$ cat config.mk
export PLATFORM = sky130hd
export DESIGN_NAME = toggle_pulse_gen
export DESIGN_NICKNAME = d
export VERILOG_FILES = /design/src/rtl/toggle_pkg.sv /design/src/rtl/bit_synchronizer.sv /design/src/rtl/toggle_pulse_gen.sv
export SDC_FILE = /design/constraint.sdc
export NUM_CORES = 1
export LEC_CHECK = 0
export ABC_AREA = 1
export ABC_CLOCK_PERIOD_IN_PS = 2200
export BUFFER_PORTS_ARGS = -buffer_cell sky130_fd_sc_hd__buf_2
export CAP_MARGIN = 0
export CELL_PAD_IN_SITES_DETAIL_PLACEMENT = 2
export CELL_PAD_IN_SITES_GLOBAL_PLACEMENT = 2
export CORE_MARGIN = 2
export CORE_UTILIZATION = 31
export CTS_CLUSTER_DIAMETER = 30
export DETAILED_ROUTE_END_ITERATION = 7
export HOLD_SLACK_MARGIN = 0.06
export PLACE_DENSITY_LB_ADDON = 0.2
export SKIP_CTS_REPAIR_TIMING = 1
export SLEW_MARGIN = 10
export SYNTH_ARGS = -nofsm -noshare
export SYNTH_HDL_FRONTEND = slang
export SYNTH_SLANG_ARGS = --single-unit
$ cat constraint.sdc
create_clock -name clk -period 2.2 [get_ports clk]
set_clock_uncertainty 0.2 [all_clocks]
set_input_delay 0.11 -clock clk [delete_from_list [all_inputs] [get_ports clk]]
set_output_delay 0.11 -clock clk [all_outputs]
set_load 0.005 [all_outputs]
$ cat src/rtl/toggle_pkg.sv
// Shared types and constants for the toggle request conditioner.
package toggle_pkg;

    typedef enum logic [1:0] {
        IDLE_LO = 2'd0,
        WAIT_HI = 2'd1,
        IDLE_HI = 2'd2,
        WAIT_LO = 2'd3
    } state_e;

    localparam int unsigned EDGE_RISE = 0;
    localparam int unsigned EDGE_FALL = 1;
    localparam int unsigned EDGE_BOTH = 2;

    // Counter must hold values 0..cycles without wrapping.
    function automatic int unsigned cnt_width(input int unsigned cycles);
        return $clog2(cycles + 1);
    endfunction

endpackage

$ cat src/rtl/bit_synchronizer.sv
// Single-bit multi-flop synchronizer; pure shift chain with no logic between stages.
module bit_synchronizer #(
    parameter int unsigned STAGES = 2
) (
    input  logic clk,
    input  logic rst,
    input  logic d,
    output logic q
);

    logic [STAGES-1:0] sync_sr;

    always_ff @(posedge clk) begin
        if (rst) begin
            sync_sr <= '0;
        end else begin
            sync_sr <= {sync_sr[STAGES-2:0], d};
        end
    end

    assign q = sync_sr[STAGES-1];

endmodule

$ cat src/rtl/toggle_pulse_gen.sv
// Turns a raw bouncy input into a debounced level plus a one-cycle toggle request
// for a downstream T flip-flop on the same clock.
module toggle_pulse_gen
    import toggle_pkg::*;
#(
    parameter int unsigned SYNC_STAGES     = 2,
    parameter int unsigned DEBOUNCE_CYCLES = 16,
    parameter int unsigned EDGE_MODE       = 0
) (
    input  logic clk,
    input  logic rst,
    input  logic btn_in,
    input  logic enable,
    output logic t_pulse,
    output logic btn_level,
    output logic busy
);

    localparam int unsigned   CW        = cnt_width(DEBOUNCE_CYCLES);
    localparam logic [CW-1:0] CNT_LAST  = CW'(DEBOUNCE_CYCLES - 1);
    localparam logic [CW-1:0] CNT_MAX   = CW'(DEBOUNCE_CYCLES);
    localparam logic [CW-1:0] CNT_ONE   = CW'(1);
    localparam bit            PASS_THRU = (DEBOUNCE_CYCLES == 1);
    localparam bit            FIRE_RISE = (EDGE_MODE == EDGE_RISE) || (EDGE_MODE == EDGE_BOTH);
    localparam bit            FIRE_FALL = (EDGE_MODE == EDGE_FALL) || (EDGE_MODE == EDGE_BOTH);

    logic          sync_q;
    state_e        state, state_d;
    logic [CW-1:0] cnt, cnt_d;
    logic          level_d;
    logic          pulse_d;
    logic          busy_d;
    logic          rise_ev;
    logic          fall_ev;

    bit_synchronizer #(
        .STAGES (SYNC_STAGES)
    ) u_sync (
        .clk (clk),
        .rst (rst),
        .d   (btn_in),
        .q   (sync_q)
    );

    // Debounce FSM: a level change is accepted after DEBOUNCE_CYCLES stable samples.
    always_comb begin
        state_d = state;
        cnt_d   = cnt;
        level_d = btn_level;
        rise_ev = 1'b0;
        fall_ev = 1'b0;
        case (state)
            IDLE_LO: begin
                if (sync_q) begin
                    if (PASS_THRU) begin
                        state_d = IDLE_HI;
                        cnt_d   = '0;
                        level_d = 1'b1;
                        rise_ev = 1'b1;
                    end else begin
                        state_d = WAIT_HI;
                        cnt_d   = CNT_ONE;
                    end
                end else begin
                    cnt_d = '0;
                end
            end
            WAIT_HI: begin
                if (!sync_q) begin
                    state_d = IDLE_LO;
                    cnt_d   = '0;
                end else if (cnt == CNT_LAST) begin
                    state_d = IDLE_HI;
                    cnt_d   = '0;
                    level_d = 1'b1;
                    rise_ev = 1'b1;
                end else if (cnt != CNT_MAX) begin
                    cnt_d = cnt + 1'b1;
                end
            end
            IDLE_HI: begin
                if (!sync_q) begin
                    if (PASS_THRU) begin
                        state_d = IDLE_LO;
                        cnt_d   = '0;
                        level_d = 1'b0;
                        fall_ev = 1'b1;
                    end else begin
                        state_d = WAIT_LO;
                        cnt_d   = CNT_ONE;
                    end
                end else begin
                    cnt_d = '0;
                end
            end
            WAIT_LO: begin
                if (sync_q) begin
                    state_d = IDLE_HI;
                    cnt_d   = '0;
                end else if (cnt == CNT_LAST) begin
                    state_d = IDLE_LO;
                    cnt_d   = '0;
                    level_d = 1'b0;
                    fall_ev = 1'b1;
                end else if (cnt != CNT_MAX) begin
                    cnt_d = cnt + 1'b1;
                end
            end
            default: begin
                state_d = IDLE_LO;
                cnt_d   = '0;
                level_d = 1'b0;
            end
        endcase
        // The !t_pulse term keeps requests from ever landing on back-to-back cycles.
        pulse_d = ((rise_ev && FIRE_RISE) || (fall_ev && FIRE_FALL)) && enable && !t_pulse;
        busy_d  = (state_d == WAIT_HI) || (state_d == WAIT_LO);
    end

    always_ff @(posedge clk) begin
        if (rst) begin
            state     <= IDLE_LO;
            cnt       <= '0;
            btn_level <= 1'b0;
            t_pulse   <= 1'b0;
            busy      <= 1'b0;
        end else begin
            state     <= state_d;
            cnt       <= cnt_d;
            btn_level <= level_d;
            t_pulse   <= pulse_d;
            busy      <= busy_d;
        end
    end

endmodule

Yosys cells after proc, flatten, opt, wreduce, memory -nomap -nowiden:

Cells that the tools add are included.

* bits in writable memories: 0
* output and inout port bits: 3
* ROM bits: 0
* logic and storage cells: 47
* memories: 0
* flip-flop bits (word level): 12
* latch bits: 0

* order comparisons: 0
* add/sub/neg operators: 1
* muxes and demuxes: 22
* bitwise gates (word level): 0
* div/mod/pow operators: 0
* shift-type cells: 0
* multiply operators: 0
* reductions and logical operators: 7
* equal/unequal tests: 11

Operators with widths (count)
* two-way mux 5 bit: 4
* case mux 5 bit (4 select lines): 1
* two-way mux 2 bit: 6
* two-way mux 1 bit: 9
* case mux 2 bit (4 select lines): 1
* == test 2 bit, second input constant: 3
* != test 2 bit, second input constant: 3
* adder 5 x 1 -> 5 bit, second input constant: 1
* == test 5 x 4 -> 1 bit, second input constant: 1
* != test 5 bit, second input constant: 1
* AND reduction 5 bit: 1
* == test 2 x 1 -> 1 bit, second input constant: 2
* logical AND 1 bit: 2
* logical NOT 2 bit: 1
* != test 2 x 1 -> 1 bit, second input constant: 1
* case mux 1 bit (2 select lines): 1
* nonzero test 2 bit: 1
* logical NOT 1 bit: 1
* logical OR 1 bit: 1

Depth between registers and ports, before layout:

Gate-level depths: netlist of run 1.

* depth after elaboration: 6
* depth in mapped cells: 9

Cells and area by module:

A second synthesis of run 1 with hierarchy kept.

* cells, all modules: 66
* area total of the unflattened synthesis: 543.0 um^2

By module, submodules not included
* toggle_pulse_gen: area an instance 488.0 um^2, cells each 60, times used 1
* bit_synchronizer: area an instance 55.1 um^2, cells each 6, times used 1

Worst setup path before layout of run 1:

OpenSTA, ideal clock, no wires.

* path type: register to register
* from: register cnt[0]
* to: register btn_level
* setup slack: 0.615 ns
* clock period less this slack: 1.585 ns
* arrival time: 1.275 ns
* library setup time: 0.110 ns
* buffers on the path: 0
* cell stages (with the launch flop): 10
* path through: dfxtp_1 ha_1 and3_1 ha_1 inv_1 nand2_1 nand3_2 nand2_1 inv_1 nor2_2

* word-level cells in the longest chain between the ends: 3
* elaborated cells on any way between the ends: 4
* those cells by class: eq/ne (3); reduce/logical (1)

RTL lines
* start: declaration: RTL line toggle_pulse_gen.sv:29 `logic [CW-1:0] cnt, cnt_d;`
* start signal: assignment: RTL line toggle_pulse_gen.sv:129 `cnt <= cnt_d;`
* == test 5 x 4 -> 1 bit *: RTL line toggle_pulse_gen.sv:72, toggle_pulse_gen.sv:100
* != test 2 bit (no source line)
* AND reduction 5 bit (no source line) *
* end signal: assignment: RTL line toggle_pulse_gen.sv:130 `btn_level <= level_d;`
* end: declaration: RTL line toggle_pulse_gen.sv:15 `output logic btn_level,`

Every way passes the cells marked *; elsewhere a longest branch is shown, timed or not.
A chain may end at the register's enable or synchronous reset.

Worst setup path after layout of run 1:

* from: register cnt[0]
* to: register state[1]

* word-level cells in the longest chain between the ends: 4
* elaborated cells on any way between the ends: 6
* those cells by class: eq/ne (1); mux (5)

RTL lines
* == test 5 x 4 -> 1 bit *: RTL line toggle_pulse_gen.sv:72, toggle_pulse_gen.sv:100
* two-way mux 2 bit (on tied branches): RTL line toggle_pulse_gen.sv:100, toggle_pulse_gen.sv:72
* two-way mux 2 bit (on tied branches): RTL line toggle_pulse_gen.sv:97, toggle_pulse_gen.sv:69
* case mux 2 bit (4 select lines) *: RTL line toggle_pulse_gen.sv:52 `case (state)`
* end signal: assignment: RTL line toggle_pulse_gen.sv:128 `state <= state_d;`
* end: declaration: RTL line toggle_pulse_gen.sv:28 `state_e state, state_d;`

Marks and branches as above.

==> summary.md, run 1 <==
| Metric | Value |
|---|---|
| Outcome | `finished clean` |
| Post-Synthesis Cells | `72` |
| Setup TNS | `0 ps` |
| Max_slew headroom | `81.04%` |
| RePlAce Congestion | `0.7345` |
| Pre-CTS WS | `471.5 ps` |
| Finished Core Util | `41.08%` |
| Starting Density | `33.19%` |
| Reg2Reg Depth | `8` |
| Minimum clock period after layout | `1701 ps` |
| Ant diodes | `0` |
| Port buffer count | `6` |
| Worst-path clk slew | `90 ps` |
| First-pass GRT wire length | `2304 um` |
| Bufs and invs on worst path | `1` |
| Hold Path Origin | `t_pulse$_SDFF_PP0_` |
| Post-synthesis sequential element count | `12` |
| Maxcap violations | `0` |
| Post-synth ARST share | `0%` |
| Post-DP HPWL | `1064 um` |
| Hold depth | `1` |
| Leak | `0.3297 nW` |
| GRT overflow | `0` |
| Vias in the first global route | `501` |
| Startpoint Class | `flip-flop` |
| Final wirelength | `1482 um` |
| Yosys Warn Count | `0` |
| Most used DFF post-synth | `dfxtp_1` |
| Antenna-violating nets left | `0` |
| Reg area | `240.2 um^2` |
| Die W | `47.23 um` |
| Clk buf depth | `2` |
| Root Driver | `clkbuf_4` |
| Final WS setup | `498.8 ps` |
| Crit end category | `flip-flop` |
| Drt wl/cell | `13.35 um` |
| Reg-to-Reg Start | `cnt[0]$_SDFF_PP0_` |
| Die area | `0.002231 mm^2` |
| Initial antenna violation count | `0` |
| WS Path Type | `reg -> reg` |
| Register-to-register setup slack | `500 ps` |
| H-tree depth | `1` |
| Final number of setup-violating endpoints | `0` |
| Core region area | `0.001745 mm^2` |
| Layout cells sized above 1 | `22.09%` |
| # clock sinks | `12` |
| Synth cell types | `18` |
| RSZ-0062 raised after global routing | `no` |
| Initial DRC count | `1` |
| Netlist Area Pre-Place | `579.3 um^2` |
| Slew Viols, Final | `0` |
| Layout Cells excl Fill | `111` |
| Pre-antenna DRT Iters | `2` |
| Worst skew pair latency | `290 ps` |
| Post-synth EDFFs | `0` |
| Reg2reg end | `state[1]$_SDFF_PP0_` |
| Footprint of the multi-input gates | `279.0 um^2` |
| Sequential fraction of the synthesis area | `41.47%` |
| Post-Syn Nets | `80` |
| Tcrit/Tclk final | `77.33%` |
| Crit path max-delay cell type | `dfxtp_1` |
| Critical Path Fanout Max | `4` |
| Worst IR drop on VDD | `318.8 uV` |
| Hold endpoint | `t_pulse$_SDFF_PP0_` |
| Cell family with most CP delay | `adder cells` |
| Top Ports | `7` |
| Via Count | `503` |
| FMAX | `587.8 MHz` |
| CP arrival | `1710 ps` |
| # nets final | `95` |
| Slew @ Worst Pin | `284.0 ps` |
| Die height | `47.23 um` |
| CTS tree | `built` |
| Vias per std cell | `4.532` |
| Type of the worst min-delay path | `reg -> reg` |
| Final count of hold timing violations | `0` |
| Cell Pwr Density | `596.2 mW/mm^2` |
| Most frequent cells in the layout | `inv_1 (15), nand2_1 (12), dfxtp_1 (12)` |
| Rows | `15` |
| CTS Buf Count | `3` |
| Fillers | `215` |
| Largest net degree at the start of global routing | `8` |
| Cell Chain, Critical Path | `ha_1 -> and3_1 -> ha_1 -> inv_1 -> a21boi_4 -> nand2_1 -> nand2_1 -> a21oi_1` |
| Critical path's largest stage delay | `340 ps` |
| Critical Path RT | `2210 ps` |
| Syn avg cell area | `8.046 um^2` |
| Synth-to-layout area growth | `23.76%` |
| Placed Cells incl. Taps | `103` |
| DRC viols | `0` |
| Gr usage total | `15.85%` |
| Most common cell after layout, fill and taps aside | `inv_1` |
[power breakdown]
part / total, W / internal [W] / switching [W]
registers: 0.000223 / 0.000220 / 0.00000284
logic: 0.0000224 / 0.0000112 / 0.0000112
clock network: 0.000182 / 0.000101 / 0.0000812
[worst register-to-register path, cell delays in order (launching register included)]
cell	delay [ps]
dfxtp_1	340
ha_1	220
and3_1	200
ha_1	180
inv_1	130
a21boi_4	80
nand2_1	60
nand2_1	60
a21oi_1	170
[cell families after synthesis]
group	Yosys count	share of synthesized area, %
AO/OA/AOI/OAI	5	6.696
XOR/XNOR	2	3.024
adder cells (fa/ha/maj)	4	8.640
buffers and inverters	16	10.37
flip-flops	12	41.47
AND/OR/NAND/NOR	33	29.81
[how the worst max path moves through the flow]
stage | startpoint | end | slack [ps] | cells past startpoint
floorplan | cnt[0]$_SDFF_PP0_ | btn_level$_SDFFE_PP0P_ | 620 | 9
global placement | cnt[0]$_SDFF_PP0_ | btn_level$_SDFFE_PP0P_ | 540 | 9
detailed placement | cnt[0]$_SDFF_PP0_ | btn_level$_SDFFE_PP0P_ | 470 | 9
CTS | cnt[0]$_SDFF_PP0_ | state[1]$_SDFF_PP0_ | 450 | 8
global route | cnt[0]$_SDFF_PP0_ | btn_level$_SDFFE_PP0P_ | 310 | 9
finish | cnt[0]$_SDFF_PP0_ | state[1]$_SDFF_PP0_ | 500 | 8
[cell usage after synthesis, types with 2 or more instances]
| cell | count | area [um^2] |
|---|---|---|
| inv_1 | 15 | 56.30 |
| nand3_2 | 2 | 20.02 |
| nand2_2 | 2 | 12.51 |
| a21oi_1 | 4 | 20.02 |
| ha_1 | 4 | 50.05 |
| nand4_1 | 2 | 12.51 |
| xor2_1 | 2 | 17.52 |
| nor2_1 | 6 | 22.52 |
| dfxtp_1 | 12 | 240.2 |
| nand3_1 | 4 | 20.02 |
| nand2_1 | 12 | 45.04 |
[through the flow]
| stage | power, W | instance area [um^2] | hold slack (ps) |
|---|---|---|---|
| 2_1_floorplan | 0.0002369 | 579.3 | -20.93 |
| 3_3_place_gp | 0.0002430 | 640.6 | 111.1 |
| 3_5_place_dp | 0.0002443 | 640.6 | 120.5 |
| 4_1_cts | 0.0004295 | 676.9 | -176.8 |
| 5_1_grt | 0.0004499 | 716.9 | 249.2 |
| 6_report | 0.0004275 | 716.9 | 218.2 |
[state kept, by name, indices dropped and copies added, names as in the netlist]
register / cells
btn_level: 1
busy: 1
cnt: 5
state: 2
t_pulse: 1
u_sync.sync_sr: 2
[final cells by class]
class,count,share of cell area [%]
Tap cell,25,4.363
Multi-Input combinational cell,44,38.92
Sequential cell,12,33.51
Timing Repair Buffer,10,9.773
Inverter,16,8.377
Clock buffer,4,5.061
[metal layers]
metal	up-vias	global-route usage [%]	wire, um
li1	248	-	-
met1	239	18.08	604
met2	9	24.59	778
met3	7	7.308	52
met4	0	8.333	46
met5	-	0	0
(Power assumes the default switching activity.)
==> inputs of run 2 (changes only) <==
- ABC_AREA: 1 -> 0
- ABC_CLOCK_PERIOD_IN_PS: 2200 -> 1700
- CORE_UTILIZATION: 31 -> 32
- clock period: 2.2 -> 1.7 ns (I/O delays scaled with it)
==> run 2 against run 1 <==
Wire length is 22% higher. Non-clock buffer count is 11 higher. Sequential power is 29% higher. Via count is 5.8% lower. Final area is 10% higher. Maximum frequency is 3.4% higher. Combinational power is 17% higher. First-iteration DRC count grew to 4.0 times the previous value. Critical path depth is 3 lower. Highest routed layer unchanged.
==> summary.md, run 2 <==
| Metric | Value |
|---|---|
| Outcome | `finished clean` |
| Footprint of the multi-input gates | `315.3 um^2` |
| Starting Density | `34.39%` |
| First-pass GRT wire length | `2318 um` |
| Rows | `14` |
| Pre-antenna DRT Iters | `2` |
| CTS Buf Count | `3` |
| FMAX | `607.6 MHz` |
| WS Path Type | `reg -> reg` |
| Die height | `44.24 um` |
| RSZ-0062 raised after global routing | `yes` |
| Core region area | `0.001506 mm^2` |
| Gr usage total | `16.89%` |
| GRT overflow | `0` |
| Critical Path RT | `1710 ps` |
| Worst-path clk slew | `80 ps` |
| Layout Cells excl Fill | `93` |
| Final WS setup | `54.24 ps` |
| RePlAce Congestion | `0.7324` |
| Pre-CTS WS | `-36.41 ps` |
| Netlist Area Pre-Place | `518.0 um^2` |
| Most used cell, CP | `ha_4` |
| Synth cell types | `23` |
| Final wirelength | `1813 um` |
| Slew Viols, Final | `0` |
| Layout cells sized above 1 | `42.86%` |
| Minimum clock period after layout | `1646 ps` |
| Critical path's largest stage delay | `360 ps` |
| Finished Core Util | `52.49%` |
| Post-synth EDFFs | `0` |
| Crit end category | `flip-flop` |
| Cell Chain, Critical Path | `ha_4 -> and3_4 -> ha_4 -> or3_1 -> a31oi_1` |
| Final number of setup-violating endpoints | `0` |
| Total power | `0.0005429 W` |
| Register share of total power | `53.1%` |
| Ant diodes | `0` |
| Post-synth ARST share | `0%` |
| Clock network fraction of total power | `42.0%` |
| Tcrit/Tclk final | `96.81%` |
| Startpoint Class | `flip-flop` |
| CTS tree | `built` |
| Worst skew pair latency | `280 ps` |
| Most frequent cells in the layout | `dfxtp_1 (10), buf_4 (9), buf_2 (6)` |
| Type of the worst min-delay path | `in -> reg` |
| Most used DFF post-synth | `dfxtp_1` |
| Fillers | `167` |
| Top-count cell post-synth | `dfxtp_1` |
| Fin Hold WS | `84.20 ps` |
| Comb power frac | `4.8%` |
| Switching power | `0.0001131 W` |
| Antenna-violating nets left | `0` |
| Top Ports | `7` |
| Max_slew headroom | `80.56%` |
| Reg area | `245.2 um^2` |
| # nets final | `86` |
| Die area | `0.001957 mm^2` |
| Top Registers | `cnt x5, state x2, u_sync.sync_sr x2` |
| Post-Synthesis Cells | `53` |
| Placed Cells incl. Taps | `82` |
| Post-Syn Nets | `61` |
| Drt wl/cell | `19.49 um` |
| Via Count | `474` |
| Post-synth top area share | `46.38%` |
| Largest net degree at the start of global routing | `9` |
| Die W | `44.24 um` |
| Clk buf depth | `2` |
| Final count of hold timing violations | `0` |
| Syn avg cell area | `9.774 um^2` |
| Yosys Warn Count | `0` |
| # clock sinks | `12` |
| Post-synthesis sequential element count | `12` |
| Port buffer count | `6` |
| Pint | `0.0004298 W` |
| Most common cell after layout, fill and taps aside | `dfxtp_1` |
| Initial antenna violation count | `0` |
| Max reg flops | `5` |
| Cell Pwr Density | `686.6 mW/mm^2` |
| CP arrival | `1650 ps` |
| Leak | `0.3183 nW` |
| Net Sw Frac | `20.83%` |
| Crit path max-delay cell type | `dfxtp_4` |
| H-tree depth | `1` |
| Reg with most FFs | `cnt` |
| Maxcap violations | `0` |
| Area leader, netlist | `dfxtp_1` |
| Critical Path Fanout Max | `2` |
| Post-synth top cells | `dfxtp_1 (12), ha_1 (4), inv_1 (4)` |
| Vias per std cell | `5.097` |
| Synth area leaders | `dfxtp_1 (46%), ha_1 (9.7%), xor2_1 (3.4%)` |
| Synth-to-layout area growth | `52.66%` |
| Root Driver | `clkbuf_4` |
| Initial DRC count | `4` |
| Sequential fraction of the synthesis area | `46.38%` |
| Worst IR drop on VDD | `372.1 uV` |
| Vias in the first global route | `489` |
| Slew @ Worst Pin | `288.9 ps` |
| DRC viols | `0` |
-- run 2: changes by cell type in the layout (fill, tap and decap cells not counted), sizes merged, moves of 2 or more --
cell    change
nand3b      +2
buf        +10
nand2      -13
inv        -12
nor2        -4
nor2b       +2
nand4       -2
nand3       -3
nor3        +2
-- run 2: routing by layer --
metal	up-vias	routed length, um	part of all wire [%]	GRT usage (%)
met3	2	45	2.5	4.898
met1	234	779	43	21.05
met4	0	19	1.0	5.455
li1	232	-	-	-
met2	6	968	53	27.94
met5	-	0	0	0
-- run 2: path summary, 6_finish.rpt --
| path | from | to | slack (ps) | depth (start not counted) |
|---|---|---|---|---|
| max reg2reg | cnt[0]$_SDFF_PP0_ | cnt[0]$_SDFF_PP0_ | 50 | 5 |
| max | cnt[0]$_SDFF_PP0_ | cnt[0]$_SDFF_PP0_ | 50 | 5 |
| min reg2reg | u_sync.sync_sr[0]$_SDFF_PP0_ | u_sync.sync_sr[1]$_SDFF_PP0_ | 270 | 1 |
| min | rst | cnt[4]$_SDFF_PP0_ | 80 | 3 |
-- run 2: final cells by class --
type                    instances  share of cell area (%)
multi-input cells              36                   39.87
flip-flops and latches         12                   31.01
repair buffers                 21                   20.09
clock buffers                   4                   4.589
well taps                      16                   2.532
inverters                       4                   1.899
-- run 2: through the flow --
stage | TNS (ps) | area [um^2]
after floorplan | 0 | 520.5
after global placement | 0 | 625.6
after detailed placement | -57.43 | 625.6
after CTS | -114.4 | 661.9
after global routing | -81.83 | 790.8
final | 0 | 790.8
-- run 2: power groups by stage --
stage	Clock, W	Sequential [W]	Combinational (W)
global placement	0	0.000295	0.0000157
floorplan	0	0.000294	0.00000792
global route	0.000250	0.000289	0.0000293
detailed placement	0	0.000295	0.0000166
CTS	0.000228	0.000289	0.0000166
finish	0.000228	0.000288	0.0000262
-- run 2: logic make-up after synthesis --
kind of cell | after synthesis | synth area share (%)
AO/OA/AOI/OAI | 7 | 8.938
XOR/XNOR | 3 | 5.073
adder cells (fa/ha/maj) | 4 | 9.662
buffers and inverters | 5 | 3.863
flip-flops | 12 | 46.38
AND/OR/NAND/NOR | 22 | 26.09
-- run 2: worst max-delay path, delay by kind of cell (launching register included) --
family / cells / cell delay (ps)
and+or+nand+nor: 2 / 560
DFF: 1 / 360
adders and majority gates: 2 / 300
AOI/OAI and AO/OA: 1 / 150
==> inputs of run 3 (changes only) <==
- ABC_CLOCK_PERIOD_IN_PS: 1700 -> 1550
- clock period: 1.7 -> 1.55 ns (I/O delays scaled with it)
==> run 3 against run 2 <==
The run now ends with setup timing left. Combinational power hardly changed. Utilization up 1.7 points. Final area increased by 3.3%. Register-to-register slack worse by 110 ps. First-iteration DRC count unchanged. Sequential share of layout area shrank 0.69 points. Power fell by 1.8%. Non-clock buffer count is 1 lower. Count of clock-buffer cells in the layout decreased by 1. Via count stayed put. Largest cell class unchanged.
==> summary.md, run 3 (synthesis gave the netlist of run 2 again) <==
| Metric | Value |
|---|---|
| Hold endpoint | `u_sync.sync_sr[1]$_SDFF_PP0_` |
| Max Used Layer | `met4` |
| Starting Density | `34.39%` |
| Clk buf depth | `2` |
| Initial DRC count | `4` |
| # nets final | `85` |
| Root Driver | `clkbuf_4` |
| CTS tree | `built` |
| Top Registers | `cnt x5, state x2, u_sync.sync_sr x2` |
| Reg2Reg Depth | `6` |
| RePlAce Congestion | `0.6787` |
| Rows | `14` |
| Footprint of the multi-input gates | `355.3 um^2` |
| Final instance area | `817.0 um^2` |
| FMAX | `623.9 MHz` |
| Hold depth | `1` |
| Critical Path RT | `1560 ps` |
| GRT overflow | `0` |
| Critical path's largest stage delay | `370 ps` |
| Outcome | `finished, violations left` |
| WS Path Type | `reg -> reg` |
| Layout Cells excl Fill | `91` |
| Synth-to-layout area growth | `57.73%` |
| Ant diodes | `0` |
| Gr usage total | `15.89%` |
| Placed Cells incl. Taps | `81` |
| Post-DP HPWL | `990.9 um` |
| Drt wl/cell | `17.60 um` |
| Cell Area, Placed | `659.4 um^2` |
| Vias per std cell | `5.209` |
| CP arrival | `1610 ps` |
| Slew Viols, Final | `0` |
| Die height | `44.24 um` |
| Bufs and invs on worst path | `0` |
| Final WS setup | `-52.83 ps` |
| Most frequent cells in the layout | `dfxtp_1 (10), buf_4 (7), buf_2 (6)` |
| Cell Chain, Critical Path | `ha_4 -> and3_4 -> ha_4 -> nand2_2 -> o21ba_2 -> nor3_2` |
| Maxcap violations | `0` |
| Leak | `0.3117 nW` |
| Largest net degree at the start of global routing | `9` |
| Reg2reg end | `btn_level$_SDFFE_PP0P_` |
| Core region area | `0.001506 mm^2` |
| Antenna-violating nets left | `0` |
| Metal2 WL | `815 um` |
| Top Ports | `7` |
| Pre-CTS WS | `-56.54 ps` |
| Fin Hold WS | `289.4 ps` |
| Vias in the first global route | `478` |
| Via Count | `474` |
| Final count of hold timing violations | `0` |
| Register-to-register setup slack | `-50 ps` |
| Port buffer count | `6` |
| Hold Path Origin | `u_sync.sync_sr[0]$_SDFF_PP0_` |
| Reg area | `247.7 um^2` |
| Initial antenna violation count | `0` |
| First-pass GRT wire length | `2159 um` |
| Worst skew pair latency | `270 ps` |
| Slew @ Worst Pin | `307.1 ps` |
| H-tree depth | `1` |
| Reg-to-Reg Start | `cnt[0]$_SDFF_PP0_` |
| Cell Pwr Density | `652.3 mW/mm^2` |
| DRC viols | `0` |
| Type of the worst min-delay path | `reg -> reg` |
| Minimum clock period after layout | `1603 ps` |
| Max reg flops | `5` |
| Crit end category | `flip-flop` |
| Die area | `0.001957 mm^2` |
| Final number of setup-violating endpoints | `3` |
| Most common cell after layout, fill and taps aside | `dfxtp_1` |
| Crit path max-delay cell type | `dfxtp_4` |
| Failing checks | `setup timing` |
| CTS Buf Count | `3` |
| Pre-antenna DRT Iters | `4` |
| Critical Path Fanout Max | `5` |
| Most used cell, CP | `ha_4` |
| Cell family with most CP delay | `simple AND/OR/NAND/NOR gates` |
| Worst IR drop on VDD | `358.5 uV` |
| Startpoint Class | `flip-flop` |
| Worst-path clk slew | `70 ps` |
| Finished Core Util | `54.24%` |
| # clock sinks | `12` |
| Layout cells sized above 1 | `46.67%` |
| Met1 WL | `725 um` |
| Reg with most FFs | `cnt` |
| Tcrit/Tclk final | `103.4%` |
| Max_slew headroom | `79.50%` |
| Final wirelength | `1602 um` |
| Fillers | `154` |
| DR WL met3 | `43 um` |
| RSZ-0062 raised after global routing | `yes` |
| Die W | `44.24 um` |
run 3: cell type report:
class,count,share of cell area (%)
multi-input combinational,36,43.49
clock buffer,3,2.757
inverter,4,1.838
tap,16,2.450
sequential,12,30.32
timing repair buffer,20,19.14
run 3: worst reg2reg max path, stage by stage, from the launching register on:
cell	delay, ps
dfxtp_4	370
ha_4	130
and3_4	210
ha_4	180
nand2_2	80
o21ba_2	220
nor3_2	150
run 3: through the flow:
stage	TNS [ps]	total power, W
2_1_floorplan	0	0.0003310
3_3_place_gp	-8.465	0.0003401
3_5_place_dp	-213.3	0.0003411
4_1_cts	-369.4	0.0005339
5_1_grt	-414.6	0.0005577
6_report	-134.0	0.0005329
run 3: report_power, final:
| part | switching [W] | internal [W] | leakage (nW) |
|---|---|---|---|
| Clock | 0.000102 | 0.0000901 | 0.0138 |
| Sequential | 0.00000483 | 0.000310 | 0.0989 |
| Combinational | 0.0000106 | 0.0000154 | 0.199 |
run 3: worst max path at each step:
stage / to / slack, ps / start / cells after the start
floorplan: cnt[0]$_SDFF_PP0_ / 7 / cnt[0]$_SDFF_PP0_ / 5
global placement: cnt[2]$_SDFF_PP0_ / -8 / cnt[0]$_SDFF_PP0_ / 5
detailed placement: cnt[0]$_SDFF_PP0_ / -60 / cnt[0]$_SDFF_PP0_ / 5
CTS: btn_level$_SDFFE_PP0P_ / -80 / cnt[0]$_SDFF_PP0_ / 6
global route: cnt[4]$_SDFF_PP0_ / -110 / cnt[0]$_SDFF_PP0_ / 6
finish: btn_level$_SDFFE_PP0P_ / -50 / cnt[0]$_SDFF_PP0_ / 6
run 3: routing by layer:
metal,vias to the layer above,global-route usage [%]
met3,4,7.347
met1,236,17.84
li1,228,-
met5,-,0
met2,6,26.47
met4,0,5.455
